File: src/rtl/wrd_pkg.sv
// rtl/wrd_pkg.sv - wake-word datapath shared constants and zero_pad_seq state encoding
package wrd_pkg;

  localparam int WRD_BW         = 8;
  localparam int WRD_VECTOR_LEN = 13;

  localparam logic [1:0] IDLE   = 2'd0;
  localparam logic [1:0] STREAM = 2'd1;
  localparam logic [1:0] DRAIN  = 2'd2;
  localparam logic [1:0] GAP    = 2'd3;

  typedef enum logic [1:0] {
    ST_IDLE   = IDLE,
    ST_STREAM = STREAM,
    ST_DRAIN  = DRAIN,
    ST_GAP    = GAP
  } seq_state_t;

  // Counter width that never collapses to zero bits for single-entry ranges.
  function automatic int cnt_width(input int n);
    return (n > 1) ? $clog2(n) : 1;
  endfunction

endpackage

File: src/rtl/zero_pad_seq_if.sv
// rtl/zero_pad_seq_if.sv - vector stream handshake around zero_pad_seq (upstream in, zero_pad out)
interface zero_pad_seq_if
  import wrd_pkg::*;
#(
  parameter int BW         = WRD_BW,
  parameter int VECTOR_LEN = WRD_VECTOR_LEN
);

  logic [VECTOR_LEN*BW-1:0] data_i;
  logic                     valid_i;
  logic                     ready_o;
  logic [VECTOR_LEN*BW-1:0] data_o;
  logic                     valid_o;
  logic                     last_o;
  logic                     ready_i;

  modport slave (
    input  data_i,
    input  valid_i,
    output ready_o,
    output data_o,
    output valid_o,
    output last_o,
    input  ready_i
  );

  modport master (
    output data_i,
    output valid_i,
    input  ready_o,
    input  data_o,
    input  valid_o,
    input  last_o,
    output ready_i
  );

endinterface

File: src/rtl/zp_out_reg.sv
// rtl/zp_out_reg.sv - single-entry output register holding data/valid/last with load and accept handshake
module zp_out_reg #(
  parameter int W = 8
) (
  input  logic         clk,
  input  logic         rst_n,
  input  logic         load,
  input  logic [W-1:0] load_data,
  input  logic         load_last,
  input  logic         ready,
  output logic [W-1:0] data,
  output logic         valid,
  output logic         last,
  output logic         space,
  output logic         fire
);

  assign fire  = valid & ready;
  assign space = ~valid | ready;

  // Load wins over accept: a same-cycle accept frees the slot the load refills.
  always_ff @(posedge clk) begin
    if (!rst_n) begin
      data  <= '0;
      valid <= 1'b0;
      last  <= 1'b0;
    end else if (load) begin
      data  <= load_data;
      valid <= 1'b1;
      last  <= load_last;
    end else if (fire) begin
      data  <= '0;
      valid <= 1'b0;
      last  <= 1'b0;
    end
  end

endmodule

File: src/rtl/zero_pad_seq.sv
// rtl/zero_pad_seq.sv - frame sequencer ahead of zero_pad; ZERO_PAD_SEQ_FRAME_CNT_EN adds frame_cnt_o
module zero_pad_seq
  import wrd_pkg::*;
#(
  parameter int BW         = WRD_BW,
  parameter int VECTOR_LEN = WRD_VECTOR_LEN,
  parameter int FRAME_LEN  = 50,
  parameter int GAP_CYCLES = 2
) (
  input  logic           clk_i,
  input  logic           rst_n_i,
  input  logic           enable_i,
  zero_pad_seq_if.slave  bus,
  output logic           busy_o,
  output logic           frame_done_o
`ifdef ZERO_PAD_SEQ_FRAME_CNT_EN
  ,
  output logic [15:0]    frame_cnt_o
`endif
);

  localparam int DW     = VECTOR_LEN * BW;
  localparam int BEAT_W = cnt_width(FRAME_LEN);
  localparam int GAP_W  = $clog2(GAP_CYCLES);

  localparam logic [BEAT_W-1:0] BEAT_LAST = BEAT_W'(FRAME_LEN - 1);
  localparam logic [GAP_W-1:0]  GAP_LAST  = GAP_W'(GAP_CYCLES - 1);

  seq_state_t        state;
  logic [BEAT_W-1:0] beat_cnt;
  logic [GAP_W-1:0]  gap_cnt;
  logic              space;
  logic              up_fire;
  logic              dn_fire;
  logic              load_last;

  zp_out_reg #(.W(DW)) u_out_reg (
    .clk       (clk_i),
    .rst_n     (rst_n_i),
    .load      (up_fire),
    .load_data (bus.data_i),
    .load_last (load_last),
    .ready     (bus.ready_i),
    .data      (bus.data_o),
    .valid     (bus.valid_o),
    .last      (bus.last_o),
    .space     (space),
    .fire      (dn_fire)
  );

  assign bus.ready_o  = (state == ST_STREAM) & space;
  assign up_fire      = bus.valid_i & bus.ready_o;
  assign load_last    = (beat_cnt == BEAT_LAST);
  assign busy_o       = (state != ST_IDLE);
  assign frame_done_o = (state == ST_DRAIN) & dn_fire;

  // enable_i only matters when leaving IDLE or GAP, so a mid-frame drop finishes the frame.
  always_ff @(posedge clk_i) begin
    if (!rst_n_i) begin
      state    <= ST_IDLE;
      beat_cnt <= '0;
      gap_cnt  <= '0;
    end else begin
      case (state)
        ST_IDLE: begin
          if (enable_i) state <= ST_STREAM;
        end
        ST_STREAM: begin
          if (up_fire) begin
            if (load_last) begin
              beat_cnt <= '0;
              state    <= ST_DRAIN;
            end else begin
              beat_cnt <= beat_cnt + 1'b1;
            end
          end
        end
        ST_DRAIN: begin
          if (dn_fire) begin
            gap_cnt <= '0;
            state   <= ST_GAP;
          end
        end
        ST_GAP: begin
          if (gap_cnt == GAP_LAST) begin
            gap_cnt <= '0;
            state   <= enable_i ? ST_STREAM : ST_IDLE;
          end else begin
            gap_cnt <= gap_cnt + 1'b1;
          end
        end
        default: state <= ST_IDLE;
      endcase
    end
  end

`ifdef ZERO_PAD_SEQ_FRAME_CNT_EN
  logic [15:0] frame_cnt;

  always_ff @(posedge clk_i) begin
    if (!rst_n_i) begin
      frame_cnt <= '0;
    end else if (frame_done_o) begin
      frame_cnt <= frame_cnt + 16'd1;
    end
  end

  assign frame_cnt_o = frame_cnt;
`endif

endmodule
File: src/flat_wrapper.sv
// flat-port wrapper written by rule: the top's interface ports become plain ports
module zero_pad_seq_flat import wrd_pkg::*;
#(
  parameter int BW         = WRD_BW,
  parameter int VECTOR_LEN = WRD_VECTOR_LEN,
  parameter int FRAME_LEN  = 50,
  parameter int GAP_CYCLES = 2
)
  (clk_i, rst_n_i, enable_i, busy_o, frame_done_o, bus_data_i, bus_valid_i, bus_ready_o, bus_data_o, bus_valid_o, bus_last_o, bus_ready_i);
  zero_pad_seq_if #(.BW(BW), .VECTOR_LEN(VECTOR_LEN)) bus_i ();
  input  logic clk_i;
  input  logic rst_n_i;
  input  logic enable_i;
  output logic busy_o;
  output logic frame_done_o;
  input wire logic [$bits(bus_i.data_i)-1:0] bus_data_i;
  input wire logic [$bits(bus_i.valid_i)-1:0] bus_valid_i;
  output wire logic [$bits(bus_i.ready_o)-1:0] bus_ready_o;
  output wire logic [$bits(bus_i.data_o)-1:0] bus_data_o;
  output wire logic [$bits(bus_i.valid_o)-1:0] bus_valid_o;
  output wire logic [$bits(bus_i.last_o)-1:0] bus_last_o;
  input wire logic [$bits(bus_i.ready_i)-1:0] bus_ready_i;
  assign bus_i.data_i = bus_data_i;
  assign bus_i.valid_i = bus_valid_i;
  assign bus_ready_o = bus_i.ready_o;
  assign bus_data_o = bus_i.data_o;
  assign bus_valid_o = bus_i.valid_o;
  assign bus_last_o = bus_i.last_o;
  assign bus_i.ready_i = bus_ready_i;
  zero_pad_seq #(.BW(BW), .VECTOR_LEN(VECTOR_LEN), .FRAME_LEN(FRAME_LEN), .GAP_CYCLES(GAP_CYCLES)) u_core (.clk_i(clk_i), .rst_n_i(rst_n_i), .enable_i(enable_i), .bus(bus_i), .busy_o(busy_o), .frame_done_o(frame_done_o));
endmodule
File: config.mk
export PLATFORM = sky130hd
export DESIGN_NAME = zero_pad_seq_flat
export DESIGN_NICKNAME = d
export VERILOG_FILES = /design/src/rtl/wrd_pkg.sv /design/src/rtl/zero_pad_seq_if.sv /design/src/rtl/zp_out_reg.sv /design/src/rtl/zero_pad_seq.sv /design/src/flat_wrapper.sv
export SDC_FILE = /design/constraint.sdc
export NUM_CORES = 1
export LEC_CHECK = 0
export BUFFER_PORTS_ARGS = -buffer_cell sky130_fd_sc_hd__buf_4
export CAP_MARGIN = 0
export CORE_MARGIN = 2
export CORE_UTILIZATION = 51
export CTS_CLUSTER_DIAMETER = 150
export CTS_CLUSTER_SIZE = 20
export DETAILED_ROUTE_END_ITERATION = 7
export PLACE_DENSITY = 0.85
export SLEW_MARGIN = 40
export SYNTH_ARGS = -nofsm -noshare
export SYNTH_HDL_FRONTEND = slang
export SYNTH_HIERARCHICAL = 1
export SYNTH_SLANG_ARGS = --single-unit
File: constraint.sdc
create_clock -name clk_i -period 3.99 [get_ports clk_i]
set_input_delay 0.5985 -clock clk_i [delete_from_list [all_inputs] [get_ports clk_i]]
set_output_delay 0.5985 -clock clk_i [all_outputs]
set_load 0.03 [all_outputs]
==> impl_metrics.py <==
metrics = {
    "status": {
        "outcome": "finished clean",
    },
    "worst_setup_path": {
        "crit_path_start_kind": "register",
        "critPathMaxFanout": 106,
        "worst-setup-path-type": "register to register",
        "critical_path.reg2reg.startpoint": "u_core/state[1]",
        "timing.reg2reg.setup_slack_ns": 1.36,
        "worst_ep_arrival_time_ns": 3.05,
        "critPathCaptureType": "register",
        "worstReg2RegEnd": "u_core/u_out_reg/data[11]",
        "reg2regPathDepth": 7,
        "worst-endpoint-required_ns": 4.42,
    },
    "finish": {
        "final-instance-count-excl-fill": 878,
        "finish.net_count": 848,
        "area_growth_syn_to_layout_pct": 40.4,
        "diode_insertion_count_for_antenna_repair": 0,
        "fillCellCount": 725,
        "post_route_cells_drive_above_1_share": 0.427,
    },
    "global_routing": {
        "grt_pass1_wl_microns": 21800,
        "largest_net_degree_at_the_start_of_global_routing": 112,
        "grt_overflow_total": 0,
        "grt.total_usage": 0.245,
        "grt_antenna_before_repair": 0,
        "number_of_global_route_vias_before_repair": 4563,
    },
    "floorplanning": {
        "fp.dieW_microns": 104,
        "rows": 36,
        "floorplan.io_pins": 218,
        "design.core.area_sq_mm": 0.00968,
        "fp.dieArea_sq_mm": 0.0107,
        "floorplan.initialDensity": 0.523,
        "die_height_microns": 104,
    },
    "synth": {
        "syn_inst": 539,
        "synth.avg_cell_area_sq_um": 9.40,
        "synthArstFlopShare": 0,
        "synth_top_cells_by_area": "sky130_fd_sc_hd__dfxtp_1, sky130_fd_sc_hd__nand2_1, sky130_fd_sc_hd__a21boi_0",
        "synth.yosys.seq_area_share": 0.455,
        "mappedNetlistArea_sq_mm": 0.00506,
        "syn_nets": 655,
        "synth.lib_cells_used.distinct": 39,
        "dominantRegCellSynth": "sky130_fd_sc_hd__dfxtp_1",
        "synth-edff-count": 0,
        "synth.ff_latch_count": 115,
        "synthesis.yosys.warnings": 6,
        "synthDominantCellAreaShare": 0.455,
        "synth_area_leader_cell": "sky130_fd_sc_hd__dfxtp_1",
    },
    "worst_hold_path": {
        "hold_end": "u_core/u_out_reg/data[63]",
        "timing.hold.worst_path_depth": 3,
        "hp-class": "primary input to register",
        "worst_hold_startpoint": "bus_data_i[63]",
    },
    "clock_tree": {
        "cts_tree": "built",
        "clkSinkCount": 115,
        "clkSlewWorstSetupHoldPaths_ns": 0.06,
        "cts_root_buf": "sky130_fd_sc_hd__clkbuf_8",
        "cts_buffer_count": 17,
        "postCtsSetupRepairBufs": 0,
        "insertion_delay_ns": 0.51,
        "cts_hold_buf": 0,
        "cts.path.max_buffers": 2,
        "cts_h_tree_lvls": 4,
        "postCtsResizedCells": 0,
    },
    "timing": {
        "totalNegativeSetupSlack_ns": 0,
        "period_minus_slack_ns": 2.63,
        "final.setup_skew_ns": 0.00682,
        "relSlewSlack": 0.505,
        "fmaxAchievable_mhz": 381,
        "rsz0062_at_grt": "no",
        "setup_violations": 0,
        "hold_vio_cnt_final": 0,
        "ratio_of_final_minimum_period_to_clock_period": 0.658,
        "slew_of_the_pin_with_the_lowest_slew_margin_ns": 0.742,
        "max_slew_vio_count": 0,
    },
    "power": {
        "leakage_power_total_nw": 2.91,
        "irDropWorstVdd_uv": 395,
        "power.density_mw_per_mm2": 565,
    },
    "flow_run": {
        "max-cap-violations": 0,
    },
    "detailed_routing": {
        "drt_first_iter_violations": 248,
        "post_drt_wl_per_cell_microns": 15.0,
        "postRouteAntennaNets": 0,
        "dr.pass1.iters": 4,
        "vias": 4603,
        "routed_wl_microns": 13200,
        "drc_errors": 0,
        "post_drt_via_cell_ratio": 5.24,
    },
    "placed_design": {
        "dpl.hpwl_microns": 8690,
        "number_of_buffers_inserted_by_port_buffering": 217,
        "place_congestion": 0.836,
        "dpl.cell_count": 846,
    },
}
[cell usage after synthesis, drive strengths merged (3+ instances only)]
cell type	instances
a21oi	4
clkbuf	6
a21boi	106
dfxtp	115
or3	3
nand2	116
nor2	4
and2	3
inv	9
ha	7
nand3	106
buf	39
[cells by family after synthesis]
logic type               Yosys count  synth area share
AO/OA/AOI/OAI                    119             0.191
XOR/XNOR                           1           0.00173
adder cells (fa/ha/maj)            7            0.0173
buffers and inverters             54            0.0783
flip-flops                       115             0.455
multiplexers                       1           0.00198
AND/OR/NAND/NOR                  242             0.255
[state kept, by name, indices dropped and copies added, names as in the netlist]
name / cells
u_core/state: 2
u_core/beat_cnt: 6
u_core/u_out_reg/valid: 1
u_core/u_out_reg/data: 104
u_core/gap_cnt: 1
u_core/u_out_reg/last: 1
[layout make-up]
type,instances,area (sq um),area share
multi-input combinational,370,2370,0.333
clock buffer,18,418,0.0588
tap,133,166,0.0234
clock inverter,14,164,0.0230
sequential,115,2300,0.324
timing repair buffer,219,1650,0.232
inverter,9,42.5,0.00598
[how the worst max path moves through the flow]
stage                          from  depth (start not counted)  slack [ns]                   endpoint
floorplan               bus_ready_i                          5        2.06               frame_done_o
global placement        bus_ready_i                          7        1.18   u_core/u_out_reg/data[3]
detailed placement      bus_ready_i                          7        1.04  u_core/u_out_reg/data[30]
CTS                 u_core/state[1]                          7        1.21  u_core/u_out_reg/data[32]
global route        u_core/state[1]                          7        1.08  u_core/u_out_reg/data[11]
finish              u_core/state[1]                          7        1.36  u_core/u_out_reg/data[11]
[worst max-delay path: stages, from the launching register on]
cell and delay [ns]:
sky130_fd_sc_hd__dfxtp_1 0.40, sky130_fd_sc_hd__inv_1 0.10, sky130_fd_sc_hd__ha_1 0.23, sky130_fd_sc_hd__nand3_1 0.20, sky130_fd_sc_hd__clkinv_2 0.49, sky130_fd_sc_hd__inv_8 0.72, sky130_fd_sc_hd__nand3_1 0.15, sky130_fd_sc_hd__a21boi_0 0.21
[power breakdown]
| group | internal [mW] | total, mW | switching [mW] |
|---|---|---|---|
| sequential | 1.29 | 1.39 | 0.0948 |
| combinational | 0.432 | 1.17 | 0.734 |
| clock | 0.944 | 1.47 | 0.522 |
[per-layer routing]
layer / wire length [microns] / global-route usage
met1: 5360 / 0.284
met4: 249 / 0.101
met5: 0 / 0
met3: 1210 / 0.0957
met2: 6350 / 0.406
[layout by cell type, fill, tap and decap left out, types with 4 or more instances in the layout]
cell type                    synthesis  layout
sky130_fd_sc_hd__buf_4              10     218
sky130_fd_sc_hd__nand2_1           115     115
sky130_fd_sc_hd__dfxtp_1           115     115
sky130_fd_sc_hd__nand3_1            67      67
sky130_fd_sc_hd__a21boi_0           56      56
sky130_fd_sc_hd__nand3_2            39      39
sky130_fd_sc_hd__a21boi_1           31      31
sky130_fd_sc_hd__a21boi_2           19      19
sky130_fd_sc_hd__clkbuf_16           0      16
sky130_fd_sc_hd__inv_1               8       7
sky130_fd_sc_hd__ha_1                7       7
sky130_fd_sc_hd__clkinvlp_4          0       6
sky130_fd_sc_hd__clkinv_2            0       5
sky130_fd_sc_hd__a21oi_1             4       4
[through the flow]
| stage | power, mW | area (sq um) | utilization | setup WS [ns] | hold slack [ns] |
|---|---|---|---|---|---|
| 2_1_floorplan | 2.24 | 5060 | - | 2.06 | 0.466 |
| 3_3_place_gp | 2.53 | 6520 | 0.674 | 1.18 | 0.460 |
| 3_5_place_dp | 2.58 | 6520 | 0.674 | 1.04 | 0.467 |
| 4_1_cts | 4.06 | 7110 | 0.734 | 1.21 | 0.329 |
| 5_1_grt | 4.22 | 7110 | 0.734 | 1.08 | 0.341 |
| 6_report | 4.02 | 7110 | 0.734 | 1.36 | 0.353 |
Note: power is estimated with default switching activity, not from simulation.
